File: src/rtl/wave_pkg.sv
// rtl/wave_pkg.sv - shared widths and FSM state encoding for the wave mixer
package wave_pkg;

    localparam int SND_W  = 16;
    localparam int VOL_W  = 8;
    localparam int PROD_W = 25;
    localparam int ACC_W  = 20;

    typedef enum logic [1:0] {
        IDLE  = 2'd0,
        RUN   = 2'd1,
        DRAIN = 2'd2,
        OUT   = 2'd3
    } state_e;

endpackage

File: src/rtl/mix_sat.sv
// rtl/mix_sat.sv - arithmetic right shift of an accumulator, then clamp to signed 16 bits
module mix_sat
    import wave_pkg::*;
#(
    parameter int SHIFT = 0
) (
    input  logic signed [ACC_W-1:0] i_acc,
    output logic signed [SND_W-1:0] o_snd
);

    localparam logic signed [ACC_W-1:0] SAT_MAX = 20'sd32767;
    localparam logic signed [ACC_W-1:0] SAT_MIN = -20'sd32768;

    logic signed [ACC_W-1:0] shifted;

    always_comb begin
        shifted = i_acc >>> SHIFT;
        if (shifted > SAT_MAX) begin
            o_snd = 16'sh7FFF;
        end else if (shifted < SAT_MIN) begin
            o_snd = -16'sh8000;
        end else begin
            o_snd = shifted[SND_W-1:0];
        end
    end

endmodule

File: src/rtl/wave_mixer.sv
// rtl/wave_mixer.sv - time-multiplexed volume-scaled mixer of up to 8 sample channels
module wave_mixer
    import wave_pkg::*;
#(
    parameter int CHANNELS  = 8,
    parameter int MIX_SHIFT = 0
) (
    input  logic                      I_CLK,
    input  logic                      I_RST,
    input  logic                      I_SAMPLE_STB,
    input  logic [SND_W*CHANNELS-1:0] I_CH_SND,
    input  logic [VOL_W*CHANNELS-1:0] I_CH_VOL,
    input  logic [CHANNELS-1:0]       I_CH_EN,
    output logic [SND_W-1:0]          O_SND,
    output logic                      O_VALID,
    output logic                      O_BUSY,
    output logic                      O_OVERRUN
);

    localparam int SLOT_W = (CHANNELS > 1) ? $clog2(CHANNELS) : 1;
    localparam logic [SLOT_W-1:0] LAST_SLOT = SLOT_W'(CHANNELS - 1);

    state_e                      state_q, state_d;
    logic [SLOT_W-1:0]           slot_q, slot_d;
    logic [SND_W*CHANNELS-1:0]   snd_snap_q, snd_snap_d;
    logic [VOL_W*CHANNELS-1:0]   vol_snap_q, vol_snap_d;
    logic [CHANNELS-1:0]         en_snap_q, en_snap_d;
    logic signed [PROD_W-1:0]    product_q, product_d;
    logic signed [ACC_W-1:0]     acc_q, acc_d;
    logic signed [SND_W-1:0]     snd_out_q, snd_out_d;
    logic                        overrun_q, overrun_d;

    logic signed [SND_W-1:0]     cur_snd;
    logic [VOL_W-1:0]            cur_vol;
    logic                        cur_en;
    logic signed [VOL_W:0]       cur_vol_s;
    logic signed [PROD_W-1:0]    mul;
    logic signed [ACC_W-1:0]     acc_sum;
    logic signed [SND_W-1:0]     sat_snd;

    mix_sat #(
        .SHIFT (MIX_SHIFT)
    ) u_mix_sat (
        .i_acc (acc_sum),
        .o_snd (sat_snd)
    );

    always_comb begin
        state_d    = state_q;
        slot_d     = slot_q;
        snd_snap_d = snd_snap_q;
        vol_snap_d = vol_snap_q;
        en_snap_d  = en_snap_q;
        product_d  = product_q;
        acc_d      = acc_q;
        snd_out_d  = snd_out_q;
        cur_snd    = '0;
        cur_vol    = '0;
        cur_en     = 1'b0;

        for (int k = 0; k < CHANNELS; k++) begin
            if (slot_q == SLOT_W'(k)) begin
                cur_snd = snd_snap_q[SND_W*k +: SND_W];
                cur_vol = vol_snap_q[VOL_W*k +: VOL_W];
                cur_en  = en_snap_q[k];
            end
        end

        // Volume is unsigned; a zero MSB keeps it positive in the signed multiply.
        cur_vol_s = {1'b0, cur_vol};
        mul       = PROD_W'(cur_snd) * PROD_W'(cur_vol_s);
        // Dropping the low 8 product bits floors toward -inf; the term fits in 17 bits.
        acc_sum   = acc_q + ACC_W'(product_q >>> 8);

        overrun_d = overrun_q | (I_SAMPLE_STB && (state_q != IDLE));

        case (state_q)
            IDLE: begin
                if (I_SAMPLE_STB) begin
                    snd_snap_d = I_CH_SND;
                    vol_snap_d = I_CH_VOL;
                    en_snap_d  = I_CH_EN;
                    acc_d      = '0;
                    product_d  = '0;
                    slot_d     = '0;
                    state_d    = RUN;
                end
            end
            RUN: begin
                product_d = cur_en ? mul : '0;
                acc_d     = acc_sum;
                slot_d    = slot_q + SLOT_W'(1);
                if (slot_q == LAST_SLOT) begin
                    slot_d  = '0;
                    state_d = DRAIN;
                end
            end
            DRAIN: begin
                // Result is registered here so it is visible together with O_VALID in OUT.
                acc_d     = acc_sum;
                snd_out_d = sat_snd;
                state_d   = OUT;
            end
            OUT: begin
                state_d = IDLE;
            end
            default: begin
                state_d = IDLE;
            end
        endcase
    end

    always_ff @(posedge I_CLK) begin
        if (I_RST) begin
            state_q    <= IDLE;
            slot_q     <= '0;
            snd_snap_q <= '0;
            vol_snap_q <= '0;
            en_snap_q  <= '0;
            product_q  <= '0;
            acc_q      <= '0;
            snd_out_q  <= '0;
            overrun_q  <= 1'b0;
        end else begin
            state_q    <= state_d;
            slot_q     <= slot_d;
            snd_snap_q <= snd_snap_d;
            vol_snap_q <= vol_snap_d;
            en_snap_q  <= en_snap_d;
            product_q  <= product_d;
            acc_q      <= acc_d;
            snd_out_q  <= snd_out_d;
            overrun_q  <= overrun_d;
        end
    end

    assign O_SND     = snd_out_q;
    assign O_VALID   = (state_q == OUT);
    assign O_BUSY    = (state_q != IDLE);
    assign O_OVERRUN = overrun_q;

endmodule

File: config.mk
export PLATFORM = sky130hd
export DESIGN_NAME = wave_mixer
export DESIGN_NICKNAME = d
export VERILOG_FILES = /design/src/rtl/wave_pkg.sv /design/src/rtl/mix_sat.sv /design/src/rtl/wave_mixer.sv
export SDC_FILE = /design/constraint.sdc
export NUM_CORES = 1
export LEC_CHECK = 0
export CORE_UTILIZATION = 60
export CTS_BUF_LIST = sky130_fd_sc_hd__clkbuf_4 sky130_fd_sc_hd__clkbuf_8 sky130_fd_sc_hd__clkbuf_16
export CTS_CLUSTER_SIZE = 40
export DETAILED_ROUTE_END_ITERATION = 8
export PLACE_DENSITY = 0.86
export SETUP_SLACK_MARGIN = 0.05
export SLEW_MARGIN = 20
export SYNTH_ARGS = -nofsm -noshare
export SYNTH_HDL_FRONTEND = slang
export SYNTH_SLANG_ARGS = --single-unit
File: constraint.sdc
create_clock -name I_CLK -period 16.9 [get_ports I_CLK]
set_input_delay 3.38 -clock I_CLK [delete_from_list [all_inputs] [get_ports I_CLK]]
set_output_delay 3.38 -clock I_CLK [all_outputs]
set_load 0.01 [all_outputs]
==> impl_results.md, run 1 <==
- Setup violations, final: 0
- CP max stage cell: and2b_1
- Clock skew: 0.0120 ns
- Cts hold-fix bufs: 0
- Mean routed wirelength per cell: 18.2 um
- HPWL Detailed: 34300 um
- Initial DRT Pass Iterations: 6
- Vias in the first global route: 14490
- Yosys top cell by area: dfxtp_1
- Die area: 27200 um^2
- Max stage delay on crit path: 0.85 ns
- Seq/Total Area, Yosys: 32.5%
- TritonCTS buffer count: 27
- I/O Pins: 222
- Commonest non-fill, non-tap cell in the layout: nand2_1
- Row count: 59
- Area post-placement: 18200 um^2
- Die Y: 165 um
- Worst Setup End Kind: flip-flop
- RR Startpoint: slot_q[0]
- Fin area: 19200 um^2
- Initial antenna violation count: 0
- Setup_tns: 0 ns
- DRT antenna net count: 0
- Post-Syn Nets: 2429
- Startpoint types: flip-flop
- DIE WIDTH: 165 um
- Final Power: 0.00235 W
- Slew @ Worst Pin: 1.10 ns
- Starting Density: 61.2%
- Share of the synthesized area in the top cell type: 32.5%
- Clock transition at path regs: 0.06 ns
- GR Util All Layers: 34.3%
- Final Max Tran Viols: 0
- Worst path most repeated cell: a21oi_1
- P&R area growth vs syn: 20.4%
- Congestion Overflow GR: 0
- Core area: 26100 um^2
- Ys flop type: dfxtp_1
- Via count: 14821
- RSZ-0062 raised after global routing: false
- # fillers: 1980
- Leakage: 8.27 nW
- Number of remaining DRC errors: 0
- Clk root buf: clkbuf_16
- Relative slew slack: 26.9%
- Min-delay src: vol_snap_q[3]
- Post-synth EDFFs: 0
- Largest cells by area after synthesis: dfxtp_1, fa_1, nand2_1
- Setup CP Type: flip-flop to flip-flop
- Syn Inst Count: 2049
- CP startpoint: slot_q[0]
- Ratio of final minimum period to clock period: 50.8%
- Hold Vio Cnt, Final: 0
- WL final: 46300 um
- H-tree levels: 1
- Most frequent cells in the layout: nand2_1, a21oi_1, dfxtp_1, clkdlybuf4s50_1, nor2_1
- Nets: 2568
- Synth warnings: 0
- 1st-iter DRT viols: 1302
- Power per cell area: 123 nW/um^2
- Average instance area after synthesis: 7.78 um^2
- Largest net degree at the start of global routing: 154
- CP arrival: 9.00 ns
- Fin crit period: 8.59 ns
- Outcome: completed
- Latest clock arrival within the worst-skew pair: 0.54 ns
- Util after Layout: 73.7%
- Maxcap violations: 0
- Hold crit path type: flip-flop to flip-flop
- Post-CTS Setup Bufs: 0
- Drt via density: 5.83
- Clk buf depth: 3
- Worst EP required: 17.31 ns
- Ys async rst share: 0%
- Layout cells sized above 1: 4.57%
- Synthesized cell area: 15900 um^2
- Maximum clock rate: 116 MHz
- Yosys reg bits: 259
- First-pass GRT wire length: 72900 um
- CTS tree: built
- Unique masters post-synth: 65
- Final hold slack: 0.456 ns
- Clk sinks: 259
- PostCTS Resize Cnt: 0
- Maximum fanout along the worst path: 23
- VDD IR-drop max: 0.0892 mV
- Antenna cells: 0
- Routability cong.: 0.922
- PortBufs: 221
==> layout make-up <==
cell class	count	area, um^2	share of cell area [%]
Multi-Input combinational cell	1504	9680	50.4
Clock buffer	39	797	4.15
Clock inverter	10	163	0.847
Sequential cell	259	5180	27.0
Timing Repair Buffer	240	2380	12.4
Inverter	156	586	3.05
Tap cell	335	419	2.18
==> worst paths after layout <==
| path | end | slack, ns | cells after the start |
|---|---|---|---|
| hold / removal | vol_snap_q[3] | 0.46 | 2 |
| setup reg to reg | product_q[20] | 8.31 | 28 |
| setup / recovery | product_q[20] | 8.31 | 28 |
| hold reg to reg | vol_snap_q[3] | 0.46 | 2 |
==> flip-flops by register name, indices dropped and copies added (netlist names) <==
name and flops:
O_OVERRUN 1, O_SND 16, en_snap_q 8, product_q 17
snd_snap_q 128, state_q 2, acc_q 20, vol_snap_q 64
slot_q 3
==> cells by family after synthesis <==
group | after synthesis | share of synthesized area [%]
fa+ha+maj | 177 | 18.7
mux | 1 | 0.0628
simple gates | 769 | 19.8
compound gates | 519 | 19.9
flops | 259 | 32.5
xor+xnor | 38 | 2.09
buf+inv | 286 | 6.97
==> critical path: cells and delay by family (launching register included) <==
kind            cells  cell delay (ns)
compound gates     15             3.40
fa+ha+maj           6             3.03
simple gates        3             1.26
flops               1             0.43
buf+inv             3             0.16
xor+xnor            1             0.16
==> cells in the mapped netlist, drive strengths merged (6+ instances only) <==
cell / instances
a211oi: 77
a21o: 20
a21oi: 293
a22oi: 44
a31oi: 6
and2: 10
and3: 6
buf: 21
clkbuf: 109
dfxtp: 259
fa: 102
ha: 75
inv: 156
nand2: 485
nand2b: 24
nand3b: 6
nor2: 181
nor2b: 11
nor3: 12
o21a: 8
o21ai: 31
o21bai: 7
or2: 14
xnor2: 21
xor2: 17
==> routing by layer <==
| metal | track usage [%] | up-vias | wire, um |
|---|---|---|---|
| met5 | 0 | - | 0 |
| met4 | 18.0 | 0 | 2570 |
| met3 | 5.10 | 145 | 3120 |
| met2 | 59.1 | 620 | 22900 |
| met1 | 41.2 | 7024 | 17800 |
| li1 | - | 7032 | - |
==> metrics by stage <==
stage | worst slack (ns) | cells
final | 8.31 | 2543
after global routing | 7.99 | 2543
after CTS | 8.48 | 2542
after detailed placement | 8.50 | 2493
after global placement | 8.75 | 2493
after floorplan | 10.06 | 2049
==> report_power, final <==
part | leakage, nW | internal [W] | switching (W)
Clock | 0.474 | 0.000389 | 0.000248
Sequential | 2.12 | 0.000727 | 0.0000781
Combinational | 5.67 | 0.000332 | 0.000579
Total | 8.27 | 0.00145 | 0.000905
Power figures use the tool's default switching activity.
==> run 2: changes to the inputs <==
--- a/config.mk
+++ b/config.mk
@@ -5,11 +5,11 @@
 export SDC_FILE = /design/constraint.sdc
 export NUM_CORES = 1
 export LEC_CHECK = 0
-export CORE_UTILIZATION = 60
+export CORE_UTILIZATION = 56
 export CTS_BUF_LIST = sky130_fd_sc_hd__clkbuf_4 sky130_fd_sc_hd__clkbuf_8 sky130_fd_sc_hd__clkbuf_16
 export CTS_CLUSTER_SIZE = 40
 export DETAILED_ROUTE_END_ITERATION = 8
-export PLACE_DENSITY = 0.86
+export PLACE_DENSITY = 0.81
 export SETUP_SLACK_MARGIN = 0.05
 export SLEW_MARGIN = 20
 export SYNTH_ARGS = -nofsm -noshare
==> constraint.sdc (replaced) <==
create_clock -name I_CLK -period 8.84 [get_ports I_CLK]
set_input_delay 1.768 -clock I_CLK [delete_from_list [all_inputs] [get_ports I_CLK]]
set_output_delay 1.768 -clock I_CLK [all_outputs]
set_load 0.01 [all_outputs]
==> run 2 against run 1 <==
  * Sequential power is 90% higher
  * Register-to-register slack worse by 7.5 ns
  * Maximum frequency is 7.2% higher
  * Largest power group unchanged
  * Global-route usage is 3.5 points lower
  * Die area is 7.1% higher
  * Clock power is 87% higher
  * Power is 89% higher
  * First-iteration DRC count is 22% lower
  * Critical endpoint is now product_q[22]
  * Sequential share of layout area is 0.12 points lower
  * Cell count is 1.8% higher
==> impl_results.md, run 2 (same netlist as run 1, synthesis figures left out) <==
- Outcome: completed (unchanged)
- Die area: 29200 um^2 (was 27200 um^2)
- Most frequent cells in the layout: nand2_1, a21oi_1, dfxtp_1, clkdlybuf4s50_1, nor2_1 (unchanged)
- Maximum clock rate: 125 MHz (was 116 MHz)
- Worst EP required: 9.26 ns (was 17.31 ns)
- Leakage: 8.29 nW (was 8.27 nW)
- Clk sinks: 259 (unchanged)
- TritonCTS buffer count: 28 (was 27)
- Starting Density: 57.1% (was 61.2%)
- Fin area: 19300 um^2 (was 19200 um^2)
- P&R area growth vs syn: 20.9% (was 20.4%)
- CTS tree: built (unchanged)
- Cts hold-fix bufs: 0 (unchanged)
- Most flops, register: snd_snap_q (unchanged)
- Relative slew slack: 24.5% (was 26.9%)
- Via count: 14464 (was 14821)
- Clock transition at path regs: 0.06 ns (about the same)
- Vias in the first global route: 14049 (was 14490)
- Clk buf depth: 3 (unchanged)
- Initial DRT Pass Iterations: 5 (was 6)
- Largest net degree at the start of global routing: 139 (was 154)
- Die Y: 171 um (was 165 um)
- I/O Pins: 222 (unchanged)
- Maximum fanout along the worst path: 22 (was 23)
- Hold Vio Cnt, Final: 0 (unchanged)
- HPWL Detailed: 33600 um (was 34300 um)
- Congestion Overflow GR: 0 (unchanged)
- Ratio of final minimum period to clock period: 90.7% (was 50.8%)
- First-pass GRT wire length: 70900 um (was 72900 um)
- PortBufs: 221 (unchanged)
- Number of remaining DRC errors: 0 (unchanged)
- Worst Setup End Kind: flip-flop (unchanged)
- Post-CTS Setup Bufs: 0 (unchanged)
- DIE WIDTH: 171 um (was 165 um)
- 1st-iter DRT viols: 1015 (was 1302)
- Layout cells sized above 1: 4.70% (was 4.57%)
- Power per cell area: 231 nW/um^2 (was 123 nW/um^2)
- Startpoint types: flip-flop (unchanged)
- Routability cong.: 0.918 (was 0.922)
- H-tree levels: 1 (unchanged)
- Regs by FF count: snd_snap_q x128, vol_snap_q x64, acc_q x20 (unchanged)
- RSZ-0062 raised after global routing: false (unchanged)
- Latest clock arrival within the worst-skew pair: 0.58 ns (was 0.54 ns)
- CP arrival: 8.43 ns (was 9.00 ns)
- Slew @ Worst Pin: 1.12 ns (was 1.10 ns)
- Clk root buf: clkbuf_16 (unchanged)
- PostCTS Resize Cnt: 0 (unchanged)
- Hold crit path type: flip-flop to flip-flop (unchanged)
- Drt via density: 5.58 (was 5.83)
- Area post-placement: 18300 um^2 (was 18200 um^2)
- VDD IR-drop max: 0.201 mV (was 0.0892 mV)
- WL final: 44700 um (was 46300 um)
- GR Util All Layers: 30.8% (was 34.3%)
- Mean routed wirelength per cell: 17.2 um (was 18.2 um)
- Commonest non-fill, non-tap cell in the layout: nand2_1 (unchanged)
- Final Max Tran Viols: 0 (unchanged)
- Fin crit period: 8.02 ns (was 8.59 ns)
- Antenna cells: 0 (unchanged)
- Maxcap violations: 0 (unchanged)
- Initial antenna violation count: 0 (unchanged)
- Setup violations, final: 0 (unchanged)
- Nets: 2574 (was 2568)
- Core area: 27900 um^2 (was 26100 um^2)
- Setup_tns: 0 ns (unchanged)
- Row count: 61 (was 59)
- Largest register FFs: 128 (unchanged)
- Clock skew: 0.0455 ns (was 0.0120 ns)
- Setup CP Type: flip-flop to flip-flop (unchanged)
- DRT antenna net count: 0 (unchanged)
## run 2: changes by cell type in the layout (fill, tap and decap cells not counted)
cell,delta
buf_4,+5
bufinv_16,-3
clkbuf_16,+1
clkbuf_4,-5
clkbuf_8,+6
clkinv_16,+1
clkinv_2,+1
clkinvlp_4,-1
inv_6,-1
nand2_1,+1
nand2_2,-1
## run 2: worst paths after layout
kind	to	slack (ns)	cells past startpoint	from
setup / recovery	product_q[22]	0.82	27	slot_q[2]
hold / removal	snd_snap_q[108]	0.46	2	snd_snap_q[108]
setup reg to reg	product_q[22]	0.82	27	slot_q[2]
hold reg to reg	snd_snap_q[108]	0.46	2	snd_snap_q[108]
## run 2: layout make-up
type	instances	area (um^2)
multi-input cells	1504	9670
fillers	2318	8640
flip-flops and latches	259	5180
repair buffers	245	2410
clock buffers	41	867
inverters	156	586
well taps	378	473
clock inverters	7	91.3
## run 2: layer usage
| layer | vias to the layer above | global-route usage [%] | wire length, um |
|---|---|---|---|
| met5 | - | 0 | 0 |
| met4 | 0 | 13.4 | 1900 |
| met1 | 6831 | 38.6 | 18300 |
| met2 | 498 | 52.2 | 21700 |
| met3 | 107 | 4.97 | 2780 |
| li1 | 7028 | - | - |
## run 2: power by group
group	internal [W]	switching, W	leakage (nW)
sequential	0.00139	0.000140	2.12
combinational	0.000631	0.00110	5.70
clock	0.000706	0.000488	0.475
## run 2: through the flow
step | instances | hold WS (ns) | setup WS [ns] | power (W) | util [%]
finish | 2590 | 0.457 | 0.823 | 0.00445 | 69.1
global route | 2590 | 0.469 | 0.364 | 0.00472 | 69.1
CTS | 2589 | 0.454 | 0.887 | 0.00445 | 69.0
detailed placement | 2541 | 0.446 | 0.895 | 0.00326 | 65.5
global placement | 2541 | 0.440 | 1.09 | 0.00322 | 65.5
floorplan | 2049 | 0.431 | 2.00 | 0.00268 | -
## run 2: worst max-delay path, cell delays in order (launching register included)
cell,delay [ns]
dfxtp_1,0.64
nand2b_1,0.68
buf_4,0.36
a211oi_1,0.13
a21oi_1,0.30
a211oi_1,0.13
a21oi_1,0.37
a211oi_1,0.14
a21oi_1,0.58
nand2b_1,0.22
fa_1,0.42
inv_1,0.09
fa_1,0.44
fa_1,0.49
inv_1,0.06
fa_1,0.52
inv_1,0.04
ha_1,0.36
a2111o_1,0.44
o21ai_0,0.16
a21oi_1,0.08
o211ai_1,0.20
a21oi_1,0.12
a22oi_1,0.26
nand3_1,0.14
a31oi_1,0.21
xor2_1,0.17
o21ai_0,0.09
